**src/rtl/video_timing_gen.sv**
```systemverilog
// -----------------------------------------------------------------------------
// video_timing_gen
//
// Runtime-reprogrammable raster timing generator. A pixel/line counter pair
// walks the raster one position per enabled clock; every visible output is a
// register computed from the *next* position, so hsync/vsync/display_on/
// hblank/vblank always describe the hpos/vpos shown in the same cycle.
// A new timing can be offered at any time but is only swapped in on the edge
// where the counters wrap to (0,0), so no frame ever mixes two timings.
//
// Ports:
//   clk, reset            clock, asynchronous active-low reset
//   ce                    pixel enable; counters and levels advance only when 1
//   cfg_valid/cfg_ready   config handshake (see below)
//   cfg_h_* / cfg_v_*     offered horizontal / vertical timing
//   cfg_err               one-cycle pulse: offered config was rejected
//   hpos, vpos            current pixel column / line
//   hsync, vsync          polarity-applied sync levels
//   display_on, hblank, vblank  visibility flags for the current position
//   line_start            one-cycle strobe: hpos just became 0
//   frame_start           one-cycle strobe: (hpos,vpos) just became (0,0)
//   frame_count           frames started since reset, wrapping
// -----------------------------------------------------------------------------
module video_timing_gen #(
    parameter int HW         = 9,
    parameter int VW         = 9,
    parameter int FCW        = 8,
    parameter int H_ACTIVE_D = 256,
    parameter int H_SS_D     = 263,
    parameter int H_SE_D     = 285,
    parameter int H_TOTAL_D  = 300,
    parameter int V_ACTIVE_D = 256,
    parameter int V_SS_D     = 270,
    parameter int V_SE_D     = 272,
    parameter int V_TOTAL_D  = 278,
    parameter bit HSYNC_POL  = 1'b1,
    parameter bit VSYNC_POL  = 1'b1
) (
    input  logic           clk,
    input  logic           reset,
    input  logic           ce,
    input  logic           cfg_valid,
    output logic           cfg_ready,
    input  logic [HW-1:0]  cfg_h_active,
    input  logic [HW-1:0]  cfg_h_ss,
    input  logic [HW-1:0]  cfg_h_se,
    input  logic [HW-1:0]  cfg_h_total,
    input  logic [VW-1:0]  cfg_v_active,
    input  logic [VW-1:0]  cfg_v_ss,
    input  logic [VW-1:0]  cfg_v_se,
    input  logic [VW-1:0]  cfg_v_total,
    output logic           cfg_err,
    output logic [HW-1:0]  hpos,
    output logic [VW-1:0]  vpos,
    output logic           hsync,
    output logic           vsync,
    output logic           display_on,
    output logic           hblank,
    output logic           vblank,
    output logic           line_start,
    output logic           frame_start,
    output logic [FCW-1:0] frame_count
);

    typedef struct packed {
        logic [HW-1:0] h_active;
        logic [HW-1:0] h_ss;
        logic [HW-1:0] h_se;
        logic [HW-1:0] h_total;
        logic [VW-1:0] v_active;
        logic [VW-1:0] v_ss;
        logic [VW-1:0] v_se;
        logic [VW-1:0] v_total;
    } timing_t;

    localparam timing_t TIMING_D = '{
        h_active: HW'(H_ACTIVE_D), h_ss: HW'(H_SS_D),
        h_se:     HW'(H_SE_D),     h_total: HW'(H_TOTAL_D),
        v_active: VW'(V_ACTIVE_D), v_ss: VW'(V_SS_D),
        v_se:     VW'(V_SE_D),     v_total: VW'(V_TOTAL_D)
    };

    timing_t       act_t;     // timing the counters currently run with
    timing_t       pend_t;    // accepted timing waiting for the next (0,0)
    logic          pend;      // pend_t holds a config not yet applied
    timing_t       cfg_t;
    timing_t       nxt_t;
    logic          h_last;
    logic          v_last;
    logic          frame_wrap;
    logic          cfg_legal;
    logic          cfg_accept;
    logic [HW-1:0] nxt_h;
    logic [VW-1:0] nxt_v;

    assign cfg_t = {cfg_h_active, cfg_h_ss, cfg_h_se, cfg_h_total,
                    cfg_v_active, cfg_v_ss, cfg_v_se, cfg_v_total};

    // Handshake: a transfer happens on a clk edge where cfg_valid && cfg_ready.
    // A legal transfer is latched as pending and drops cfg_ready from the next
    // cycle until the cycle after it is applied at (0,0); an illegal transfer
    // is dropped and flagged on cfg_err for one cycle. cfg_valid while
    // cfg_ready is low has no effect.
    always_comb begin
        cfg_legal  = (cfg_h_active != '0) && (cfg_h_active <= cfg_h_ss) &&
                     (cfg_h_ss <= cfg_h_se) && (cfg_h_se < cfg_h_total) &&
                     (cfg_v_active != '0) && (cfg_v_active <= cfg_v_ss) &&
                     (cfg_v_ss <= cfg_v_se) && (cfg_v_se < cfg_v_total);
        cfg_accept = cfg_valid && cfg_ready && cfg_legal;

        // Wrap decisions always use the running timing, so a shrunk total
        // never cuts the current frame short.
        h_last     = (hpos == act_t.h_total - HW'(1));
        v_last     = (vpos == act_t.v_total - VW'(1));
        frame_wrap = h_last && v_last;

        nxt_h = h_last ? '0 : hpos + HW'(1);
        if (!h_last)
            nxt_v = vpos;
        else if (v_last)
            nxt_v = '0;
        else
            nxt_v = vpos + VW'(1);

        // The levels registered at the (0,0) edge already use the new timing.
        nxt_t = (frame_wrap && pend) ? pend_t : act_t;
    end

    always_ff @(posedge clk or negedge reset) begin
        if (!reset) begin
            act_t       <= TIMING_D;
            pend_t      <= TIMING_D;
            pend        <= 1'b0;
            cfg_ready   <= 1'b1;
            cfg_err     <= 1'b0;
            hpos        <= HW'(H_TOTAL_D - 1);
            vpos        <= VW'(V_TOTAL_D - 1);
            hsync       <= ~HSYNC_POL;
            vsync       <= ~VSYNC_POL;
            display_on  <= 1'b0;
            hblank      <= 1'b1;
            vblank      <= 1'b1;
            line_start  <= 1'b0;
            frame_start <= 1'b0;
            frame_count <= '0;
        end else begin
            line_start  <= 1'b0;
            frame_start <= 1'b0;
            cfg_err     <= cfg_valid && cfg_ready && !cfg_legal;
            // Uses the pre-edge pend, so ready stays low for the (0,0) cycle
            // in which a pending config is applied.
            cfg_ready   <= !pend && !cfg_accept;

            if (cfg_accept) begin
                pend_t <= cfg_t;
                pend   <= 1'b1;
            end

            if (ce) begin
                hpos        <= nxt_h;
                vpos        <= nxt_v;
                act_t       <= nxt_t;
                hsync       <= ((nxt_h >= nxt_t.h_ss) && (nxt_h <= nxt_t.h_se)) ?
                               HSYNC_POL : ~HSYNC_POL;
                vsync       <= ((nxt_v >= nxt_t.v_ss) && (nxt_v <= nxt_t.v_se)) ?
                               VSYNC_POL : ~VSYNC_POL;
                display_on  <= (nxt_h < nxt_t.h_active) && (nxt_v < nxt_t.v_active);
                hblank      <= (nxt_h >= nxt_t.h_active);
                vblank      <= (nxt_v >= nxt_t.v_active);
                line_start  <= h_last;
                frame_start <= frame_wrap;
                if (frame_wrap)
                    frame_count <= frame_count + FCW'(1);
                // pend can only be set while cfg_ready=1, i.e. never in the
                // same cycle it is cleared here.
                if (frame_wrap && pend)
                    pend <= 1'b0;
            end
        end
    end

endmodule

```
**config.mk**
```make
export PLATFORM = sky130hd
export DESIGN_NAME = video_timing_gen
export DESIGN_NICKNAME = d
export VERILOG_FILES = /design/src/rtl/video_timing_gen.sv
export SDC_FILE = /design/constraint.sdc
export NUM_CORES = 1
export LEC_CHECK = 0
export BUFFER_PORTS_ARGS = -buffer_cell sky130_fd_sc_hd__buf_4
export CORE_ASPECT_RATIO = 2
export CORE_MARGIN = 10
export CORE_UTILIZATION = 54
export DETAILED_ROUTE_END_ITERATION = 12
export PLACE_DENSITY = 0.77
export SKIP_LAST_GASP = 1
export SLEW_MARGIN = 20
export SYNTH_ARGS = -nofsm -noshare
export SYNTH_HDL_FRONTEND = slang
export SYNTH_SLANG_ARGS = --single-unit
export TNS_END_PERCENT = 1
```
**constraint.sdc**
```tcl
create_clock -name clk -period 4.4 [get_ports clk]
set_clock_uncertainty 0.1 [all_clocks]
set_input_delay 0.22 -clock clk [delete_from_list [all_inputs] [get_ports clk]]
set_output_delay 0.22 -clock clk [all_outputs]
set_load 0.05 [all_outputs]
```
==> results of run 1 <==
==> layout by cell type, fill, tap and decap left out, drive strengths merged, types with 22 or more instances in the layout <==
cell type,Yosys,routed
a21oi,42,42
buf,15,129
dfrtp,118,118
dfstp,62,62
dlygate4sd3,0,74
ha,111,111
inv,67,71
mux2,152,152
mux2i,50,50
nand2,34,34
nand3,22,22
o21ai,41,41
==> layout make-up <==
class,instances,area share
clock inverters,13,0.0109
inverters,68,0.0189
repair buffers,203,0.128
flip-flops and latches,180,0.339
clock buffers,19,0.0328
well taps,262,0.0243
multi-input cells,692,0.446
==> cells by family after synthesis <==
group	Yosys count	share of synthesized area
AOI/OAI and AO/OA	159	0.0910
xor gates and xnor gates	34	0.0271
adders and majority gates	112	0.127
buffers and inverters	103	0.0392
DFF	180	0.417
muxes	202	0.202
and+or+nand+nor	185	0.0956
==> critical path: cells and delay by family (launching register included) <==
kind / cells / cell delay [ns]
AND/OR/NAND/NOR: 5 / 1.51
adder cells (fa/ha/maj): 1 / 0.32
flip-flops: 1 / 0.41
AO/OA/AOI/OAI: 6 / 1.28
buffers and inverters: 1 / 0.24
XOR/XNOR: 1 / 0.15
==> flip-flops by register name (all words and copies together), names as in the netlist, 8 cells and up <==
register / cells
pend_t: 72
hpos: 9
vpos: 9
frame_count: 8
act_t: 72
==> per-layer routing <==
metal / global-route usage / routed length, um / share of wire
met1: 0.221 / 10600 / 0.34
met2: 0.448 / 17500 / 0.57
met3: 0.0444 / 1010 / 0.033
met4: 0.141 / 1820 / 0.059
met5: 0 / 0 / 0
==> worst min path at each step <==
| stage | from | end | depth (start not counted) |
|---|---|---|---|
| CTS | ce | hpos[0] | 2 |
| global route | ce | hpos[0] | 2 |
| floorplan | reset | act_t[0] | 0 |
| finish | ce | hpos[0] | 2 |
| detailed placement | reset | hpos[4] | 1 |
| global placement | reset | hpos[4] | 1 |
==> power by group through the flow <==
stage               Combinational, uW  Sequential, uW  Clock (uW)
floorplan                         443            1850           0
global placement                  825            1780           0
detailed placement                839            1780           0
CTS                               897            1760        1560
global route                     1000            1760        1630
finish                            908            1760        1530
==> metrics by stage <==
stage                     hold slack (ns)  total power, uW
after detailed placement            0.270             2620
after floorplan                    -0.176             2290
after global placement              0.265             2610
after CTS                          0.0275             4210
after global routing               0.0695             4390
final                              0.0476             4200
==> timing repair <==
item | in CTS | in global routing
setup endpoints to repair | 1 | 5
endpoints found under the hold margin | 135 | 0
gates resized for setup | 1 | 12
hold buffers | 74 | 0
pin swaps | 0 | 0
==> flow_summary.json, run 1 <==
{
  "reg2reg_from": "act_t[38]",
  "seqPwrFrac": 0.418,
  "grt_overflow": 0,
  "power.density_nw_per_um2": 311,
  "layout.cells.non_filler": 1437,
  "critical_path.endpoint_type": "register",
  "worstReg2RegEnd": "vsync",
  "syn-instance-count": 975,
  "period_share": 0.935,
  "p_sw_frac": 0.298,
  "relSlewSlack": 0.413,
  "cts_buffers": 17,
  "synth.distinct_cells": 63,
  "utilization": 0.678,
  "core_area_um2": 19900,
  "die_h_um": 222,
  "ys_seq_area_frac": 0.417,
  "hpwl_um": 23000,
  "dp_cells": 1331,
  "num_vias": 8461,
  "hp-class": "in2reg",
  "finalHoldViolCount": 0,
  "clock_power_share": 0.366,
  "syn_area_um2": 11000,
  "syn_nets": 1162,
  "die_x_um": 121,
  "synth_edf_count": 0,
  "ant_nets": 0,
  "setup_tns_ns": 0,
  "cts_setup_buffers": 0,
  "worstPathRequired_ns": 4.64,
  "clock.fmax_mhz": 243,
  "ys_warn_count": 0,
  "grt_pass1_wl_um": 49100,
  "drt-pass1-iter-count": 5,
  "num_antenna_cells": 0,
  "synth_top_cell_area_share": 0.269,
  "routed_wirelength_um": 30900,
  "placed_area_um2": 12100,
  "cts_tree": "yes",
  "worstSetupPathType": "reg2reg",
  "cts_root_buf": "clkbuf_16",
  "grt_max_degree": 101,
  "post-synth-top-count-cell": "dfrtp_1",
  "cts_buffer_depth": 2,
  "ios": 111,
  "cp.arrival_ns": 4.35,
  "outcome": "finished, final reports clean",
  "ys_top_cells_by_count": "dfrtp_1 (118), ha_1 (111), mux2_2 (88), inv_1 (67)",
  "nNetsFinal": 1349,
  "h-tree-depth": 4,
  "seq_area_um2": 4580,
  "drtIter0Drc": 429,
  "cts.sinks": 180,
  "post-place-ws_ns": -0.00705,
  "antenna_found_initial": 0,
  "worst_slack_ns": 0.286,
  "max_cap_violations": 0,
  "floorplan.initialDensity": 0.551,
  "pwr-share-comb": 0.216,
  "p_int_uw": 2950,
  "synth-seq-cells": 180,
  "reg2reg_slack_ns": 0.29,
  "nFillCells": 1495,
  "avgSynthCellArea_um2": 11.3,
  "setup_viol": 0,
  "cp_max_fo": 19,
  "power.switching_uw": 1250,
  "drive_gt1_frac": 0.280,
  "rows": 73,
  "gp_congestion": 0.885,
  "reg2reg_depth": 14,
  "startpoint": "act_t[38]",
  "cp_cell_sequence": "or4_4, nor4_4, xnor2_1, nor4b_4, and2_4, buf_4, nand2_2, o21ai_1, ha_1, a21o_1, a211oi_1, o21a_1, o21bai_1, a31o_2",
  "multiInputGateArea_um2": 6020,
  "p_leak_uw": 0.00681,
  "final_max_slew_viol_count": 0,
  "tightest_slew_ns": 0.880,
  "clk_pin_slew_worst_paths_ns": 0.07,
  "ir_drop_v": 0.000222,
  "ys_top_cells_by_area": "dfrtp_1 (27%), dfstp_2 (15%), ha_1 (13%)",
  "syn_to_final_growth_pct": 23.0,
  "yosys.area.top_type": "dfrtp_1",
  "final_cell_area_um2": 13500,
  "wl_per_cell_um": 21.5,
  "grt_pass1_vias": 9129,
  "min_period_ns": 4.11,
  "grt_usage": 0.235,
  "startpoint_type": "register",
  "slowest_stage": "or4_4",
  "cp-endpoint": "vsync",
  "ys_dominant_reg_cell": "dfrtp_1",
  "drcViolationCount": 0,
  "die-area_um2": 26800,
  "clk_latency_ns": 0.45,
  "io_buffers": 110,
  "slowest_delay_ns": 0.56,
  "async_flop_share": 1.00,
  "routed_via_density": 5.89
}
Note: power is estimated with default switching activity, not from simulation.
==> run 2, diff against run 1 <==
- CORE_UTILIZATION: 54 -> 60
- PLACE_DENSITY: 0.77 -> 0.81
- clock period: 4.4 -> 4.5 ns (I/O delays scaled with it)
==> flow_summary.json, run 2 (synthesized netlist as in run 1, its figures left out) <==
{
  "outcome": "finished, final reports clean",
  "p_leak_uw": 0.00687,
  "cts_buffers": 17,
  "min_period_ns": 4.25,
  "grt_pass1_vias": 9325,
  "die-area_um2": 24400,
  "die_h_um": 211,
  "ios": 111,
  "use_met2": 0.483,
  "io_buffers": 110,
  "core_area_um2": 18100,
  "cts_root_buf": "clkbuf_16",
  "reg2reg_from": "act_t[1]",
  "setup_tns_ns": 0,
  "cp_max_fo": 15,
  "use_met3": 0.0495,
  "period_share": 0.945,
  "hpwl_um": 22400,
  "ant_nets": 0,
  "rsz0062_at_grt": "false",
  "cts_tree": "yes",
  "max_cap_violations": 0,
  "reg_top3": "act_t (72), pend_t (72)",
  "cp_common_cell": "buf_4",
  "startpoint": "act_t[1]",
  "crit_family": "compound AO/OA/AOI/OAI gates",
  "hp-class": "in2reg",
  "path_depth": 20,
  "ir_drop_v": 0.000239,
  "cts_setup_buffers": 0,
  "finalHoldViolCount": 0,
  "cp.arrival_ns": 4.53,
  "wl_per_cell_um": 22.2,
  "final_max_slew_viol_count": 0,
  "drtIter0Drc": 373,
  "routed_wirelength_um": 31000,
  "whs_path_depth": 2,
  "drive_gt1_frac": 0.279,
  "grt_overflow": 0,
  "cts.sinks": 180,
  "clk_latency_ns": 0.44,
  "tightest_slew_ns": 0.989,
  "rows": 70,
  "groute.layer.met1.usage": 0.246,
  "worstPathRequired_ns": 4.77,
  "grt_usage": 0.260,
  "reg2reg_depth": 20,
  "drt-pass1-iter-count": 5,
  "relSlewSlack": 0.340,
  "setup_viol": 0,
  "slowest_delay_ns": 0.59,
  "startpoint_type": "register",
  "routed_via_density": 6.20,
  "crit_buf_inv": 4,
  "critical_path.endpoint_type": "register",
  "drcViolationCount": 0,
  "syn_to_final_growth_pct": 23.0,
  "power.density_nw_per_um2": 312,
  "slowest_stage": "dfstp_2",
  "h-tree-depth": 4,
  "num_vias": 8659,
  "grt_max_degree": 115,
  "layout_common_cells": "buf_4 (129), dfrtp_1 (118), ha_1 (111)",
  "final_common_cell": "buf_4",
  "cp_cell_sequence": "inv_1, ha_1, xnor2_1, o22ai_1, a211o_1, nor4_2, buf_4, nand2_1, buf_4, nand2_1, o21ai_0, buf_4, ha_1, nor2b_1, o21a_1, o21a_1, o21ai_0, a21oi_1, o21ai_1, a31o_2",
  "die_x_um": 116,
  "floorplan.initialDensity": 0.605,
  "cts_buffer_depth": 2,
  "min-delay-start": "ce",
  "whs_ns": 0.0665,
  "grt_busiest_layer": "met2",
  "gp_congestion": 0.913,
  "grt_pass1_wl_um": 48800,
  "worstSetupPathType": "reg2reg",
  "clock.fmax_mhz": 235,
  "clk_pin_slew_worst_paths_ns": 0.07,
  "antenna_found_initial": 0,
  "nNetsFinal": 1354
}
[run 2: final timing paths]
kind | endpoint | slack [ns]
min | hpos[0] | 0.07
max | vsync | 0.25
max in group asynchronous | pend_t[34] | 3.04
min in group asynchronous | hpos[7] | 0.22
min reg2reg | cfg_err | 0.39
max reg2reg | vsync | 0.25
[run 2: through the flow]
step / total power (uW) / std cells / setup slack [ns] / util / cell area, um2
after floorplan: 2240 / 975 / 0.168 / - / 11000
after CTS: 4210 / 1396 / 0.156 / 0.744 / 13500
final: 4210 / 1397 / 0.247 / 0.745 / 13500
after global routing: 4370 / 1396 / 0.0420 / 0.745 / 13500
after global placement: 2540 / 1290 / 0.327 / 0.668 / 12100
after detailed placement: 2570 / 1290 / 0.241 / 0.668 / 12100
[run 2: repair_timing]
| action | in CTS | in global routing |
|---|---|---|
| gates resized for setup | 0 | 5 |
| endpoints found under the setup margin | 0 | 5 |
| hold buffers | 74 | 0 |
| hold endpoints to repair | 115 | 0 |
[run 2: final cells by class]
class | count | area [um2]
Clock inverter | 14 | 189
Tap cell | 216 | 270
Sequential cell | 180 | 4580
Multi-Input combinational cell | 692 | 5970
Antenna cell | 1 | 2.50
Fill cell | 1210 | 4630
Timing Repair Buffer | 208 | 1790
Clock buffer | 18 | 439
Inverter | 68 | 255
[run 2: report_power, final]
| part | switching (uW) | internal (uW) |
|---|---|---|
| Clock | 693 | 909 |
| Combinational | 503 | 382 |
| Sequential | 62.7 | 1660 |
| Total | 1260 | 2950 |
[run 2: worst register-to-register path: cells and delay by family, from the launching register on]
kind / cells / cell delay [ns]
DFF: 1 / 0.59
AOI/OAI and AO/OA: 9 / 1.49
and+or+nand+nor: 4 / 0.61
buffers and inverters: 4 / 0.63
xor gates and xnor gates: 1 / 0.19
adders and majority gates: 2 / 0.56
[run 2: routing by layer]
layer	share of wire	up-vias
met5	0	-
met4	0.073	0
met3	0.038	146
met2	0.55	290
met1	0.33	4294
li1	-	3929
==> run 3, diff against run 2 <==
- CORE_UTILIZATION: 60 -> 65
- CTS_BUF_LIST: not set -> sky130_fd_sc_hd__clkbuf_8
- PLACE_DENSITY: 0.81 -> 0.87
- clock period: 4.5 -> 4.9 ns (I/O delays scaled with it)
==> flow_summary.json, run 3 (synthesized netlist as in run 1, its figures left out) <==
{
  "outcome": "finished, final reports clean",
  "clk_latency_ns": 0.46,
  "syn_to_final_growth_pct": 19.3,
  "tightest_slew_ns": 0.988,
  "nFillCells": 1013,
  "seq_area_um2": 4580,
  "cp_cell_sequence": "inv_1, ha_1, xnor2_1, o22ai_1, a211o_1, nor4_2, and2_0, nand3_2, buf_4, mux2i_1, ha_1, a21o_1, a211oi_1, o21a_1, o21bai_1, a31o_2",
  "antenna_found_initial": 1,
  "reg2reg_slack_ns": 0.40,
  "ios": 111,
  "die-area_um2": 22800,
  "setup_viol": 0,
  "worstPathRequired_ns": 5.17,
  "h-tree-depth": 4,
  "reg2reg_depth": 16,
  "critical_path.endpoint_type": "register",
  "period_share": 0.919,
  "cp_max_fo": 18,
  "num_vias": 8509,
  "hpwl_um": 21700,
  "worstReg2RegEnd": "vsync",
  "slowest_stage": "dfstp_2",
  "cts.sinks": 180,
  "rows": 67,
  "slowest_delay_ns": 0.59,
  "ir_drop_v": 0.000216,
  "gp_congestion": 0.909,
  "p_leak_uw": 0.00666,
  "drt-pass1-iter-count": 5,
  "cp.arrival_ns": 4.77,
  "grt_pass1_wl_um": 48400,
  "ant_nets": 0,
  "grt_pass1_vias": 9108,
  "cts_buffer_depth": 2,
  "cts_root_buf": "clkbuf_8",
  "die_x_um": 112,
  "wl_per_cell_um": 22.1,
  "setup_tns_ns": 0,
  "whs_path_depth": 2,
  "layout_common_cells": "buf_4 (119), dfrtp_1 (118), ha_1 (111)",
  "finalHoldViolCount": 0,
  "drcViolationCount": 0,
  "relSlewSlack": 0.341,
  "hold_end": "hpos[0]",
  "grt_usage": 0.267,
  "cts_setup_buffers": 0,
  "power.density_nw_per_um2": 258,
  "min_period_ns": 4.50,
  "min-delay-start": "ce",
  "cts_resized": 0,
  "die_h_um": 204,
  "hp-class": "in2reg",
  "worstSetupPathType": "reg2reg",
  "reg2reg_from": "act_t[1]",
  "final_max_slew_viol_count": 0,
  "nNetsFinal": 1340,
  "cts_buffers": 17,
  "multiInputGateArea_um2": 5960,
  "rsz0062_at_grt": "false",
  "floorplan.initialDensity": 0.658,
  "routed_wirelength_um": 30400,
  "drive_gt1_frac": 0.269,
  "core_area_um2": 16700,
  "reg_top3": "act_t (72), pend_t (72)",
  "grt_max_degree": 103,
  "cp_common_cell": "ha_1",
  "grt_overflow": 0,
  "io_buffers": 110,
  "final_common_cell": "buf_4",
  "clock.fmax_mhz": 222,
  "whs_ns": 0.0453,
  "max_cap_violations": 0,
  "drtIter0Drc": 434,
  "cts_tree": "yes",
  "clk_pin_slew_worst_paths_ns": 0.10,
  "routed_via_density": 6.20,
  "startpoint_type": "register"
}
[run 3: cell count changes in the layout (fill, tap and decap cells not counted), sizes merged]
| cell | delta |
|---|---|
| clkbuf | +1 |
| clkinv | +3 |
| bufinv | -2 |
| clkinvlp | +2 |
| inv | -5 |
| buf | -14 |
[run 3: critical path: cells and delay by family, from the launching register on]
family                   cells  cell delay, ns
buffers and inverters        2            0.39
flip-flops                   1            0.59
multiplexers                 1            0.26
XOR/XNOR                     1            0.18
AND/OR/NAND/NOR              3            0.97
AO/OA/AOI/OAI                7            1.39
adder cells (fa/ha/maj)      2            0.54
[run 3: area by class of cell]
cell class                      instances  area share
Tap cell                              207      0.0198
Clock buffer                           19      0.0200
Multi-Input combinational cell        692       0.456
Timing Repair Buffer                  194       0.126
Antenna cell                            1    0.000191
Clock inverter                         12     0.00937
Sequential cell                       180       0.350
Inverter                               68      0.0195
[run 3: how the worst max path moves through the flow]
| stage | from | end | slack, ns |
|---|---|---|---|
| after floorplan | act_t[0] | hsync | 0.57 |
| after global placement | act_t[1] | hblank | 0.57 |
| after detailed placement | act_t[1] | display_on | 0.53 |
| after CTS | act_t[1] | display_on | 0.50 |
| after global routing | act_t[1] | display_on | 0.08 |
| final | act_t[1] | vsync | 0.40 |
[run 3: per-layer routing]
layer | routed length (um) | vias to the layer above | part of all wire | track usage
li1 | - | 3899 | - | -
met1 | 10200 | 4227 | 0.34 | 0.252
met2 | 17000 | 261 | 0.56 | 0.508
met3 | 1090 | 122 | 0.036 | 0.0468
met4 | 2090 | 0 | 0.069 | 0.174
met5 | 0 | - | 0 | 0
[run 3: where the power goes]
part / total, uW / leakage [uW] / switching, uW / internal [uW]
clock: 999 / 0.000185 / 565 / 435
combinational: 797 / 0.00421 / 454 / 344
sequential: 1580 / 0.00226 / 56.5 / 1520
[run 3: stage by stage]
stage          instances  total power (uW)  area [um2]   util  worst slack, ns
2_1_floorplan        975              2060       11000      -            0.568
4_1_cts             1372              3370       13100  0.785            0.503
5_1_grt             1373              3520       13100  0.785           0.0847
3_3_place_gp        1267              2310       12000  0.717            0.568
3_5_place_dp        1267              2340       12000  0.717            0.534
6_report            1373              3370       13100  0.785            0.398
[run 3: what timing repair did]
action / CTS / global route
endpoints found under the setup margin: 0 / 0
hold buffers: 74 / 0
endpoints found under the hold margin: 138 / 0
